<file path="config.mk">
export PLATFORM = sky130hd
export DESIGN_NAME = regfile_write_arbiter
export DESIGN_NICKNAME = d
export VERILOG_FILES = /design/src/rtl/regfile_write_arbiter.sv
export SDC_FILE = /design/constraint.sdc
export NUM_CORES = 1
export LEC_CHECK = 0
export BUFFER_PORTS_ARGS = -buffer_cell sky130_fd_sc_hd__clkbuf_2
export CORE_ASPECT_RATIO = 0.6
export CORE_UTILIZATION = 40
export CTS_CLUSTER_SIZE = 40
export DETAILED_ROUTE_END_ITERATION = 7
export GPL_TIMING_DRIVEN = 0
export PLACE_DENSITY = 0.64
export SLEW_MARGIN = 20
export SYNTH_ARGS = -nofsm -noshare
export SYNTH_HDL_FRONTEND = slang
export SYNTH_SLANG_ARGS = --single-unit
export TNS_END_PERCENT = 1
</file>
<file path="constraint.sdc">
create_clock -name clk -period 3.05 [get_ports clk]
set_input_delay 0.305 -clock clk [delete_from_list [all_inputs] [get_ports clk]]
set_output_delay 0.305 -clock clk [all_outputs]
set_load 0.02 [all_outputs]
</file>
<file path="src/rtl/regfile_write_arbiter.sv">
// rtl/regfile_write_arbiter.sv - two-port register-file write arbiter with buffered port B and stale-write kill
module regfile_write_arbiter #(
    parameter int FIFO_DEPTH   = 2,
    parameter int STARVE_LIMIT = 4
) (
    input  logic        clk,
    input  logic        rst_n,
    input  logic        a_valid,
    input  logic [2:0]  a_reg,
    input  logic [15:0] a_data,
    output logic        a_ready,
    input  logic        b_valid,
    input  logic [2:0]  b_reg,
    input  logic [15:0] b_data,
    output logic        b_ready,
    output logic        rf_reg_write,
    output logic [2:0]  rf_write_reg,
    output logic [15:0] rf_write_data,
    output logic [7:0]  busy_mask
);

    localparam int AW = $clog2(FIFO_DEPTH);
    localparam int CW = $clog2(STARVE_LIMIT + 1);

    logic [AW:0]             wr_ptr;
    logic [AW:0]             rd_ptr;
    logic [AW-1:0]           wr_idx;
    logic [AW-1:0]           rd_idx;
    logic [2:0]              fifo_reg  [FIFO_DEPTH];
    logic [15:0]             fifo_data [FIFO_DEPTH];
    logic [FIFO_DEPTH-1:0]   fifo_vld;
    logic [CW-1:0]           starve_cnt;

    logic full;
    logic empty;
    logic force_b;
    logic a_win;
    logic pop;
    logic push;
    logic push_store;

    assign wr_idx  = wr_ptr[AW-1:0];
    assign rd_idx  = rd_ptr[AW-1:0];
    assign empty   = (wr_ptr == rd_ptr);
    assign full    = (wr_ptr[AW] != rd_ptr[AW]) && (wr_idx == rd_idx);
    assign force_b = (starve_cnt == CW'(STARVE_LIMIT));

    // A is locked out for one cycle once B has been starved long enough.
    assign a_ready    = !force_b;
    assign b_ready    = !full;
    assign a_win      = a_valid && a_ready && (a_reg != 3'd0);
    assign pop        = !empty && !a_win;
    assign push       = b_valid && b_ready;
    assign push_store = push && (b_reg != 3'd0);

    // Pointers advance on every push/pop; r0 pushes handshake but take no slot.
    always_ff @(posedge clk or negedge rst_n) begin
        if (!rst_n) begin
            wr_ptr <= '0;
            rd_ptr <= '0;
        end else begin
            if (push_store) wr_ptr <= wr_ptr + 1'b1;
            if (pop)        rd_ptr <= rd_ptr + 1'b1;
        end
    end

    // Entry payload storage; only meaningful while the matching valid bit is set.
    always_ff @(posedge clk) begin
        if (push_store) begin
            fifo_reg[wr_idx]  <= b_reg;
            fifo_data[wr_idx] <= b_data;
        end
    end

    // Valid bits: cleared on pop or when A overwrites the same register; a
    // same-cycle push is newer than the A write, so its set wins.
    always_ff @(posedge clk or negedge rst_n) begin
        if (!rst_n) begin
            fifo_vld <= '0;
        end else begin
            for (int i = 0; i < FIFO_DEPTH; i++) begin
                if ((pop && rd_idx == AW'(i)) || (a_win && fifo_reg[i] == a_reg))
                    fifo_vld[i] <= 1'b0;
            end
            if (push_store) fifo_vld[wr_idx] <= 1'b1;
        end
    end

    // Count cycles where A holds the port while B has work waiting.
    always_ff @(posedge clk or negedge rst_n) begin
        if (!rst_n) begin
            starve_cnt <= '0;
        end else if (empty || pop) begin
            starve_cnt <= '0;
        end else if (!force_b) begin
            starve_cnt <= starve_cnt + CW'(1);
        end
    end

    // Registered register-file write port; a killed head issues as a bubble.
    always_ff @(posedge clk or negedge rst_n) begin
        if (!rst_n) begin
            rf_reg_write  <= 1'b0;
            rf_write_reg  <= 3'd0;
            rf_write_data <= 16'd0;
        end else if (a_win) begin
            rf_reg_write  <= 1'b1;
            rf_write_reg  <= a_reg;
            rf_write_data <= a_data;
        end else if (pop) begin
            rf_reg_write  <= fifo_vld[rd_idx];
            rf_write_reg  <= fifo_reg[rd_idx];
            rf_write_data <= fifo_data[rd_idx];
        end else begin
            rf_reg_write  <= 1'b0;
        end
    end

    // Registers with a pending buffered write.
    always_comb begin
        busy_mask = 8'd0;
        for (int i = 0; i < FIFO_DEPTH; i++) begin
            if (fifo_vld[i]) busy_mask[fifo_reg[i]] = 1'b1;
        end
    end

endmodule

</file>
==> reports/qor.txt <==
Top cells by area, synth - edfxtp_1, dfrtp_1, mux2_2
Synth area leader - edfxtp_1
First-pass GRT wire length - 9.98 mm
Max Cap Violations - 0
Largest net degree at the start of global routing - 30
I/O pin cnt - 72
Fin crit share - 0.649
Netlist cell types - 35
Number of diodes - 0
Minimum clock period after layout - 1.98 ns
Vias in the first global route - 1958
Worst-Margin Slew - 0.800 ns
Critical Path RT - 3.24 ns
GPL Wtd Cong - 0.759
# nets final - 344
Buf+Inv Stages, Crit Path - 2
Largest register FFs - 32
Root buf cell - clkbuf_16
Syn nets - 262
Cells after Synth - 218
RSZ-0062 raised after global routing - no
Outcome - completed
Global route overflow - 0
Die Ht - 69.0 µm
Most used DFF post-synth - edfxtp_1
HPWL reported at the end of detailed placement - 4.42 mm
Post-synthesis sequential area ratio - 0.624
Via Count - 1965
Die width - 114 µm
Max Transition Viols Final - 0
R2R Path End - rf_write_data[7]
Initial DRC Count - 164
HP Class - primary input to async pin
Core footprint - 0.00694 mm²
# setup viols final - 0
Sum Neg Setup Slack - 0 ns
Most frequent cell after synthesis - edfxtp_1
Final hold slack - 0.0540 ns
Drt pass-1 iters - 4
Post-CTS resize count - 0
Setup bufs post-CTS - 0
Reg-to-reg startpoint - starve_cnt[0]
TritonCTS clock tree - done
Initial antenna violation count - 0
Ys Warns - 0
Worst setup SP type - register
Fmax - 505 MHz
CP Capture Type - register
CP cell instances - inv_1 -> ha_1 -> a21boi_2 -> o31a_1 -> clkbuf_1 -> o21ai_1
Synth Area per Inst - 13.7 µm²
Routed Antenna Nets - 0
PD cells - 1120 mW/mm²
EDFF count, synth - 38
Routed len/inst - 15.4 µm
Mapped Area - 0.00299 mm²
CTS buffer count - 9
Post-synthesis register bit count - 67
Clk_skew - 0.00514 ns
Leading cell types by count after synthesis - edfxtp_1, nand2_1, dfrtp_1
CTS HTree Levels - 3
Worst-path clk slew - 0.05 ns
Final hold viol count - 0
Synth top area share - 0.382
R2r setup slk - 1.07 ns
CP top delay family - compound AO/OA/AOI/OAI gates
Die area - 0.00784 mm²
DRC violations left - 0
Area Growth Syn to Fin - 24.6%
Starting Density - 0.431
Async S/R FF share, synth - 0.433
Sink Count - 67
Worst skew pair latency - 0.33 ns
Worst r2r path cells - 6
Critical path arrival - 2.17 ns
Vias per cell - 4.85
Worst vdd ir - 0.443 mV
Critical Path Fanout Max - 10
Leak pwr - 1.63 nW
Critical path class - register to register
Wirelength, routed - 6.22 mm
Layout cells sized above 1 - 0.390
Num rows - 23
Slowest stage delay, CP - 0.44 ns
CTS hold repair buffers - 0
Max_slew headroom - 0.467
CP max stage cell - clkbuf_1
Port Buf Inserts - 71
CTS max path bufs - 2
Total track usage - 0.179
per-layer routing:
metal	wire length (µm)	up-vias	GRT usage	part of all wire
met3	462	7	0.0752	0.074
met4	53	0	0.0592	0.0085
met2	2540	68	0.260	0.41
met5	0	-	0	0
li1	-	964	-	-
met1	3170	926	0.242	0.51
cell families (layout without fill, tap and decap cells):
family	Yosys count	in the layout	share of synthesized area
multiplexers	39	39	0.139
flip-flops	67	67	0.624
AO/OA/AOI/OAI	33	33	0.0674
XOR/XNOR	13	13	0.0406
buffers and inverters	12	99	0.0360
adder cells (fa/ha/maj)	2	2	0.00837
AND/OR/NAND/NOR	52	52	0.0845
per-stage QoR:
| stage | setup slack (ns) | cells | instance area [µm²] | utilization | power (mW) |
|---|---|---|---|---|---|
| after floorplan | 1.37 | 218 | 2990 | - | 2.81 |
| after global placement | 1.12 | 389 | 3470 | 0.500 | 3.27 |
| after detailed placement | 1.07 | 389 | 3470 | 0.500 | 3.29 |
| after CTS | 1.06 | 405 | 3730 | 0.537 | 4.20 |
| after global routing | 0.896 | 405 | 3730 | 0.537 | 4.42 |
| final | 1.07 | 405 | 3730 | 0.537 | 4.16 |
worst max-delay path by stage:
stage / from / endpoint / cells after the start
after CTS: starve_cnt[0] / rf_write_data[7] / 6
after detailed placement: starve_cnt[0] / rf_write_data[7] / 6
final: starve_cnt[0] / rf_write_data[7] / 6
after global routing: starve_cnt[0] / rf_write_data[7] / 6
after global placement: starve_cnt[0] / rf_write_data[11] / 6
after floorplan: rd_ptr[0] / fifo_data[1][0] / 4
cells in the final DEF, fill, tap and decap left out, types with 2 or more instances in the layout:
master,netlist,routed
edfxtp_1,38,38
nand4_1,2,2
buf_6,3,3
o21ai_0,2,2
clkbuf_16,0,9
mux2i_1,19,19
buf_2,3,3
nor2_1,3,3
ha_1,2,2
o31ai_1,2,2
nand2b_1,7,7
dfrtp_1,29,29
o22ai_1,5,5
or3_1,2,2
clkinv_2,0,3
clkbuf_1,1,5
o21ai_1,17,17
buf_12,2,2
xor2_1,2,2
clkbuf_2,0,71
inv_1,2,2
mux2_2,20,20
xnor2_1,10,10
nand2_1,30,30
o32ai_1,2,2
nand3_1,3,3
layout make-up:
cell class,instances,area [µm²]
inverters,2,7.51
flip-flops and latches,67,1870
plain buffers,10,100
well taps,100,125
fillers,609,3210
repair buffers,71,355
clock inverters,3,15.0
clock buffers,13,240
multi-input cells,139,1020
power by group:
| group | leakage, nW | switching, mW | internal (mW) |
|---|---|---|---|
| clock network | 0.127 | 0.353 | 0.546 |
| logic | 0.798 | 0.970 | 0.802 |
| registers | 0.701 | 0.171 | 1.32 |
| total | 1.63 | 1.49 | 2.67 |
Power figures use the tool's default switching activity.
